<file path="config.mk">
export PLATFORM = sky130hd
export DESIGN_NAME = serial_subtractor
export DESIGN_NICKNAME = d
export VERILOG_FILES = /design/src/rtl/sub_pkg.sv /design/src/rtl/subtract_digit.sv /design/src/rtl/serial_subtractor.sv
export SDC_FILE = /design/constraint.sdc
export NUM_CORES = 1
export LEC_CHECK = 0
export BUFFER_PORTS_ARGS = -buffer_cell sky130_fd_sc_hd__buf_2
export CELL_PAD_IN_SITES_DETAIL_PLACEMENT = 0
export CELL_PAD_IN_SITES_GLOBAL_PLACEMENT = 1
export CORE_MARGIN = 2
export CORE_UTILIZATION = 38
export DETAILED_ROUTE_END_ITERATION = 6
export PLACE_DENSITY_LB_ADDON = 0.1
export REMOVE_ABC_BUFFERS = 1
export SLEW_MARGIN = 10
export SYNTH_ARGS = -nofsm -noshare
export SYNTH_HDL_FRONTEND = slang
export SYNTH_HIERARCHICAL = 1
export SYNTH_SLANG_ARGS = --single-unit
</file>
<file path="constraint.sdc">
create_clock -name Clk -period 2.6 [get_ports Clk]
set_clock_uncertainty 0.2 [all_clocks]
set_input_delay 0.52 -clock Clk [delete_from_list [all_inputs] [get_ports Clk]]
set_output_delay 0.52 -clock Clk [all_outputs]
set_load 0.005 [all_outputs]
</file>
<file path="src/rtl/sub_pkg.sv">
// Shared types and default sizing for the digit-serial subtractor.
package sub_pkg;

  typedef enum logic [1:0] {IDLE, RUN, DONE} sub_state_t;

  localparam int SUB_WIDTH = 16;
  localparam int SUB_DIGIT = 4;

endpackage

</file>
<file path="src/rtl/subtract_digit.sv">
// Combinational DIGIT-bit borrow chain built from full-subtractor cells.
module subtract_digit #(
  parameter int DIGIT = 4
) (
  input  logic [DIGIT-1:0] a,
  input  logic [DIGIT-1:0] b,
  input  logic             bin,
  output logic [DIGIT-1:0] d,
  output logic             bout
);

  logic [DIGIT:0] brw;

  assign brw[0] = bin;

  for (genvar i = 0; i < DIGIT; i++) begin : g_cell
    // Borrow out when a < b + borrow_in at this bit position.
    assign d[i]       = a[i] ^ b[i] ^ brw[i];
    assign brw[i + 1] = (~a[i] & b[i]) | (~(a[i] ^ b[i]) & brw[i]);
  end

  assign bout = brw[DIGIT];

endmodule

</file>
<file path="src/rtl/serial_subtractor.sv">
// Digit-serial WIDTH-bit subtractor D = A - B - bin with start/busy/done handshake.
module serial_subtractor
  import sub_pkg::*;
#(
  parameter int WIDTH = SUB_WIDTH,
  parameter int DIGIT = SUB_DIGIT
) (
  input  logic             Clk,
  input  logic             Reset_n,
  input  logic             start,
  input  logic [WIDTH-1:0] A,
  input  logic [WIDTH-1:0] B,
  input  logic             bin,
  output logic             busy,
  output logic             done,
  output logic [WIDTH-1:0] D,
  output logic             bout,
  output logic             ovf
);

  localparam int N     = WIDTH / DIGIT;
  localparam int CNT_W = (N > 1) ? $clog2(N) : 1;
  localparam logic [CNT_W-1:0] LAST = CNT_W'(N - 1);

  if ((WIDTH % DIGIT) != 0) begin : g_bad_digit
    $error("serial_subtractor: WIDTH must be a multiple of DIGIT");
  end

  sub_state_t       state_q, state_d;
  logic [CNT_W-1:0] cnt_q;
  logic [WIDTH-1:0] a_q, b_q, res_q, d_q;
  logic             brw_q, bout_q, ovf_q;
  logic             asign_q, bsign_q;

  logic [DIGIT-1:0] dig;
  logic             brw_n;
  logic [WIDTH-1:0] res_shift;
  logic             accept, last;

  subtract_digit #(.DIGIT(DIGIT)) u_digit (
    .a    (a_q[DIGIT-1:0]),
    .b    (b_q[DIGIT-1:0]),
    .bin  (brw_q),
    .d    (dig),
    .bout (brw_n)
  );

  // New digit enters at the top; after N shifts the LSB digit sits at the bottom.
  assign res_shift = WIDTH'({dig, res_q} >> DIGIT);

  assign accept = start && ((state_q == IDLE) || (state_q == DONE));
  assign last   = (state_q == RUN) && (cnt_q == LAST);

  always_comb begin
    state_d = state_q;
    case (state_q)
      IDLE:    if (start) state_d = RUN;
      RUN:     if (last)  state_d = DONE;
      DONE:    state_d = start ? RUN : IDLE;
      default: state_d = IDLE;
    endcase
  end

  always_ff @(posedge Clk or negedge Reset_n) begin
    if (!Reset_n) begin
      state_q <= IDLE;
      cnt_q   <= '0;
      a_q     <= '0;
      b_q     <= '0;
      res_q   <= '0;
      brw_q   <= 1'b0;
      asign_q <= 1'b0;
      bsign_q <= 1'b0;
      d_q     <= '0;
      bout_q  <= 1'b0;
      ovf_q   <= 1'b0;
    end else begin
      state_q <= state_d;
      if (accept) begin
        a_q     <= A;
        b_q     <= B;
        brw_q   <= bin;
        cnt_q   <= '0;
        asign_q <= A[WIDTH-1];
        bsign_q <= B[WIDTH-1];
      end else if (state_q == RUN) begin
        a_q   <= a_q >> DIGIT;
        b_q   <= b_q >> DIGIT;
        res_q <= res_shift;
        brw_q <= brw_n;
        cnt_q <= cnt_q + CNT_W'(1);
        if (last) begin
          d_q    <= res_shift;
          bout_q <= brw_n;
          ovf_q  <= (asign_q != bsign_q) && (res_shift[WIDTH-1] != asign_q);
        end
      end
    end
  end

  assign busy = (state_q == RUN);
  assign done = (state_q == DONE);
  assign D    = d_q;
  assign bout = bout_q;
  assign ovf  = ovf_q;

endmodule

</file>
# ---- Yosys cells after proc, flatten, opt, wreduce, memory -nomap -nowiden
# Cells that the tools add are included.
dict set report word_totals {
  in_bits 36
  out_inout_bits 20
  regBits 73
}
dict set report classes {
  n_bitwise 29
  n_eq_ne 7
  addsub 1
  reduce_logical 9
  muxes 12
}
# cell count
set op_table {}
lappend op_table {{$mux 16} 4}
lappend op_table {{$not 1->1} 9}
lappend op_table {{$and 1x1->1} 8}
lappend op_table {{$mux 2} 4}
lappend op_table {{$xor 1x1->1} 8}
lappend op_table {{$pmux 2 s3} 1}
lappend op_table {{$eq 2x2->1 const B} 2}
lappend op_table {{$or 1x1->1} 4}
lappend op_table {{$reduce_and 2->1} 2}
lappend op_table {{$logic_and 1x1->1} 3}
lappend op_table {{$mux 1} 3}
lappend op_table {{$reduce_and 3->1} 1}
lappend op_table {{$add 2x1->2 const B} 1}
lappend op_table {{$eq 2x1->1 const B} 1}
lappend op_table {{$logic_not 2->1} 1}
lappend op_table {{$ne 1x1->1} 2}
lappend op_table {{$ne 2x1->1 const B} 1}
lappend op_table {{$ne 2x2->1 const B} 1}
lappend op_table {{$reduce_bool 2->1} 1}
lappend op_table {{$logic_or 1x1->1} 1}

# ---- Logic depth before layout (Yosys ltp)
dict set report logic_depth {
  depth_word 12
  mapped_depth 10
  ltp_nobuf 10
}

# ---- Cells and area by module
# Netlist, hierarchy kept.
# mod n_inst cells_per_inst area_per_inst_um2
set modules_own_cells {}
lappend modules_own_cells {serial_subtractor 1 257 2798.9}
lappend modules_own_cells {subtract_digit 1 14 117.6}

# ---- Worst setup path before layout
# No wires, ideal clock.
dict set report synth_path {
  path_kind {reg2reg}
  start {reg b_q[0]}
  end {reg ovf_q, in the netlist ovf}
  path_buffers 0
  setup_ps 129
  arrival_ps 2172
  path_stages_with_launch 11
  period_less_slack_ps 2501
  required_time_ps 2271
  path_slack_ps 99
  cell_sequence {dfrtp_1 -> inv_1 -> fa_1 -> inv_1 -> fa_1 -> fa_1 -> inv_1 -> fa_1 -> nor2b_1 -> a21oi_1 -> o21ai_0}
}
dict set report synth_between {
  elab_chain_len 11
  elab_cells_between_ends 12
}
# item line
set synth_lines {}
lappend synth_lines {{start, declared} serial_subtractor.sv:31} ;# logic [WIDTH-1:0] a_q, b_q, res_q, d_q;
lappend synth_lines {{start signal, assigned} serial_subtractor.sv:88} ;# b_q <= b_q >> DIGIT;
lappend synth_lines {{$xor 1x1->1} subtract_digit.sv:19} ;# assign brw[i + 1] = (~a[i] & b[i]) | (~(a[i] ^ b[i]) & brw[i]);
lappend synth_lines {{$not 1->1} subtract_digit.sv:19}
lappend synth_lines {{$and 1x1->1} subtract_digit.sv:19}
lappend synth_lines {{$or 1x1->1 (*)} subtract_digit.sv:19}
lappend synth_lines {{$and 1x1->1 (*)} subtract_digit.sv:19}
lappend synth_lines {{$or 1x1->1 (*)} subtract_digit.sv:19}
lappend synth_lines {{$and 1x1->1 (*)} subtract_digit.sv:19}
lappend synth_lines {{$or 1x1->1 (*)} subtract_digit.sv:19}
lappend synth_lines {{$xor 1x1->1 (*)} subtract_digit.sv:18} ;# assign d[i] = a[i] ^ b[i] ^ brw[i];
lappend synth_lines {{named net dig[3]} serial_subtractor.sv:35} ;# logic [DIGIT-1:0] dig;
lappend synth_lines {{$ne 1x1->1 (*)} serial_subtractor.sv:95} ;# ovf_q <= (asign_q != bsign_q) && (res_shift[WIDTH-1] != asign_q);
lappend synth_lines {{$logic_and 1x1->1 (*)} serial_subtractor.sv:95}
lappend synth_lines {{end signal, assigned} serial_subtractor.sv:95}
lappend synth_lines {{end, declared} serial_subtractor.sv:32} ;# logic brw_q, bout_q, ovf_q;
# Mark *: on every way through the listed nets, which the timed path passes. The rest lies on a longest branch.
# A chain may end at the register's enable or synchronous reset.

# ---- Final worst setup path
# Ends and elaborated chain as after synthesis.

==> impl_metrics.json <==
{
  "initial_utilization": 0.3978,
  "synth_edf_count": 0,
  "busiest_layer": "met2",
  "ios": 56,
  "syn_avg_cell_area_um2": 10.76,
  "die_h_um": 91.61,
  "hp-class": "input pin to asynchronous set/reset pin",
  "async_reset_ff_frac": 1.000,
  "dr.pass1.iters": 5,
  "setup_slack_ps": 46.74,
  "ys_seq_elements": 69,
  "synthDistinctLibCells": 24,
  "num_rows": 31,
  "maxCapViolCount": 0,
  "nets": 366,
  "powerDensity_nw_per_um2": 1332,
  "hold_slack_ps": 86.30,
  "cts_made_buffers": 9,
  "synth_ff_type": "dfrtp_1",
  "worst_slew_pin_slew_ps": 870.9,
  "timing.final.crit_period_ps": 2553,
  "design_power_total_w": 0.004656,
  "gp_congestion": 0.6938,
  "met1_usage": 0.2144,
  "ctsHoldBuffers": 0,
  "yosys-top-cells-area": "dfrtp_1 59%, nand2_1 9.5%, mux2_2 6.6%",
  "track_usage": 0.1547,
  "first_global_vias": 2057,
  "port_buffers": 55,
  "use_met2": 0.2359,
  "vias": 2070,
  "synth_top_area_share": 0.5920,
  "max_slew_margin": 0.4194,
  "max_freq_ghz": 0.3917,
  "ant_nets": 0,
  "drv_slew": 0,
  "detail_route.vias_per_cell": 4.825,
  "end_kind": "flop",
  "drive_gt1_frac": 0.3030,
  "area.growth.synth_to_final_pct": 19.86,
  "die_area_um2": 8391,
  "r2r-start": "b_q[0]",
  "post_drt_wl_per_cell_um": 14.02,
  "htree_levels": 3,
  "dpl_worst_slack_ps": -25.20,
  "cts_tree": "yes",
  "antenna_cells": 0,
  "crit_type": "flop to flop",
  "seq_area_frac_synth": 0.5920,
  "outcome": "finished, final reports clean",
  "grt_pass1_wl_um": 10120,
  "clock_sinks": 69,
  "dp.final_hpwl_um": 3596,
  "ir_drop_mv": 0.4035,
  "crit_path_start": "b_q[0]",
  "wirelength_um": 6015,
  "grt_antenna_before_repair": 0,
  "cp_common_cell": "inv_1",
  "crit_path_top_delay_cell": "fa_1",
  "clockBufferDepth": 2,
  "grt_max_degree": 70,
  "drt_iter0_drc": 71,
  "clock_latency_ps": 330,
  "path_cells": "inv_1, fa_1, inv_1, fa_2, fa_2, inv_1, fa_1, nor2b_2, a21oi_1, o21ai_0",
  "utilization": 0.4769,
  "synth_commonest_cells": "74 x nand2_1, 69 x dfrtp_1, 17 x mux2_2",
  "drc": 0,
  "die_x_um": 91.61,
  "clkTransAtPathRegs_ps": 80,
  "fin_crit_sh": 0.9820,
  "cp_data_arrival_time_ps": 2560,
  "synth_top_area_cell": "dfrtp_1",
  "report.final.hold_viol_count": 0,
  "grt_setup_unrepaired": "true",
  "leakage_nw": 1.758,
  "critPathRequiredTime_ps": 2610,
  "met3_usage": 0.03485,
  "yosys.cell_count.top_type": "nand2_1",
  "startpoint_type": "flop",
  "core_um2": 7331,
  "grt_remaining_overflow": 0,
  "cp_slowest_stage_delay_ps": 460,
  "path_max_fanout": 4,
  "synthCells": 271,
  "cts_root_buf": "clkbuf_8",
  "yosys_warnings": 6,
  "synth_area_um2": 2917,
  "setup_viol": 0
}
-- per-stage QoR --
step | setup TNS, ps | cells | area [µm²]
floorplan | 0 | 253 | 2799
global placement | -8.588 | 412 | 3256
detailed placement | -25.20 | 412 | 3256
CTS | 0 | 428 | 3483
global route | -63.19 | 429 | 3496
finish | 0 | 429 | 3496
-- per-layer routing --
| layer | wire (µm) | share of wire | vias up |
|---|---|---|---|
| met5 | 0 | 0 | - |
| met4 | 54 | 0.0090 | 0 |
| met3 | 259 | 0.043 | 6 |
| met2 | 2819 | 0.47 | 50 |
| met1 | 2880 | 0.48 | 1003 |
| li1 | - | - | 1011 |
-- final cells by class --
type                       count  area [µm²]
clock buffer                  12       155.1
clock inverter                 4       70.07
fill                         725        3835
inverter                      12       50.05
multi-input combinational    172        1035
sequential                    69        1727
tap                           99       123.9
timing repair buffer          61       335.3
-- state kept, by name (all words and copies together), names as in the netlist --
register / flops
a_q: 16
D: 16
bout: 1
bsign_q: 1
state_q: 2
cnt_q: 2
brw_q: 1
res_q: 12
asign_q: 1
b_q: 16
ovf: 1
-- final timing paths --
| check | cells past startpoint | slack (ps) | endpoint |
|---|---|---|---|
| max in group asynchronous | 1 | 1530 | a_q[1] |
| worst max register to register | 10 | 50 | ovf |
| min in group Clk | 3 | 200 | a_q[7] |
| worst min-delay path | 1 | 90 | res_q[6] |
| worst max-delay path | 10 | 50 | ovf |
| worst min register to register | 2 | 270 | res_q[4] |
-- report_power, final --
group | switching (W) | internal (W) | total (W)
Clock | 0.000390 | 0.000590 | 0.000981
Sequential | 0.000281 | 0.00159 | 0.00187
Combinational | 0.00101 | 0.000800 | 0.00181
Total | 0.00168 | 0.00298 | 0.00466
-- kinds of logic after synthesis --
family / count (synthesis) / share of synthesized area
and+or+nand+nor: 112 / 0.1613
DFF: 69 / 0.5920
AOI/OAI and AO/OA: 38 / 0.09180
buffers and inverters: 30 / 0.05749
muxes: 17 / 0.06564
adders and majority gates: 5 / 0.03175
-- placed cells by master (no fill, tap or decap), types with 11 or more instances in the layout --
cell type / count
nor2_1: 12
dfrtp_1: 69
nand2_1: 74
a22oi_1: 13
buf_2: 54
inv_1: 11
nand3_1: 14
clkbuf_8: 11
mux2_2: 17
-- worst max-delay path, delay by kind of cell (launching register included) --
family                     cells  cell delay [ps]
adders and majority gates      4             1290
DFF                            1              380
AOI/OAI and AO/OA              2              200
buffers and inverters          3              190
and+or+nand+nor                1              180
-- repair_timing --
| item | CTS | global route |
|---|---|---|
| pin swaps | 1 | 1 |
| gates resized for setup | 1 | 2 |
| setup buffers | 0 | 1 |
| endpoints found under the setup margin | 1 | 1 |
(Power assumes the default switching activity.)
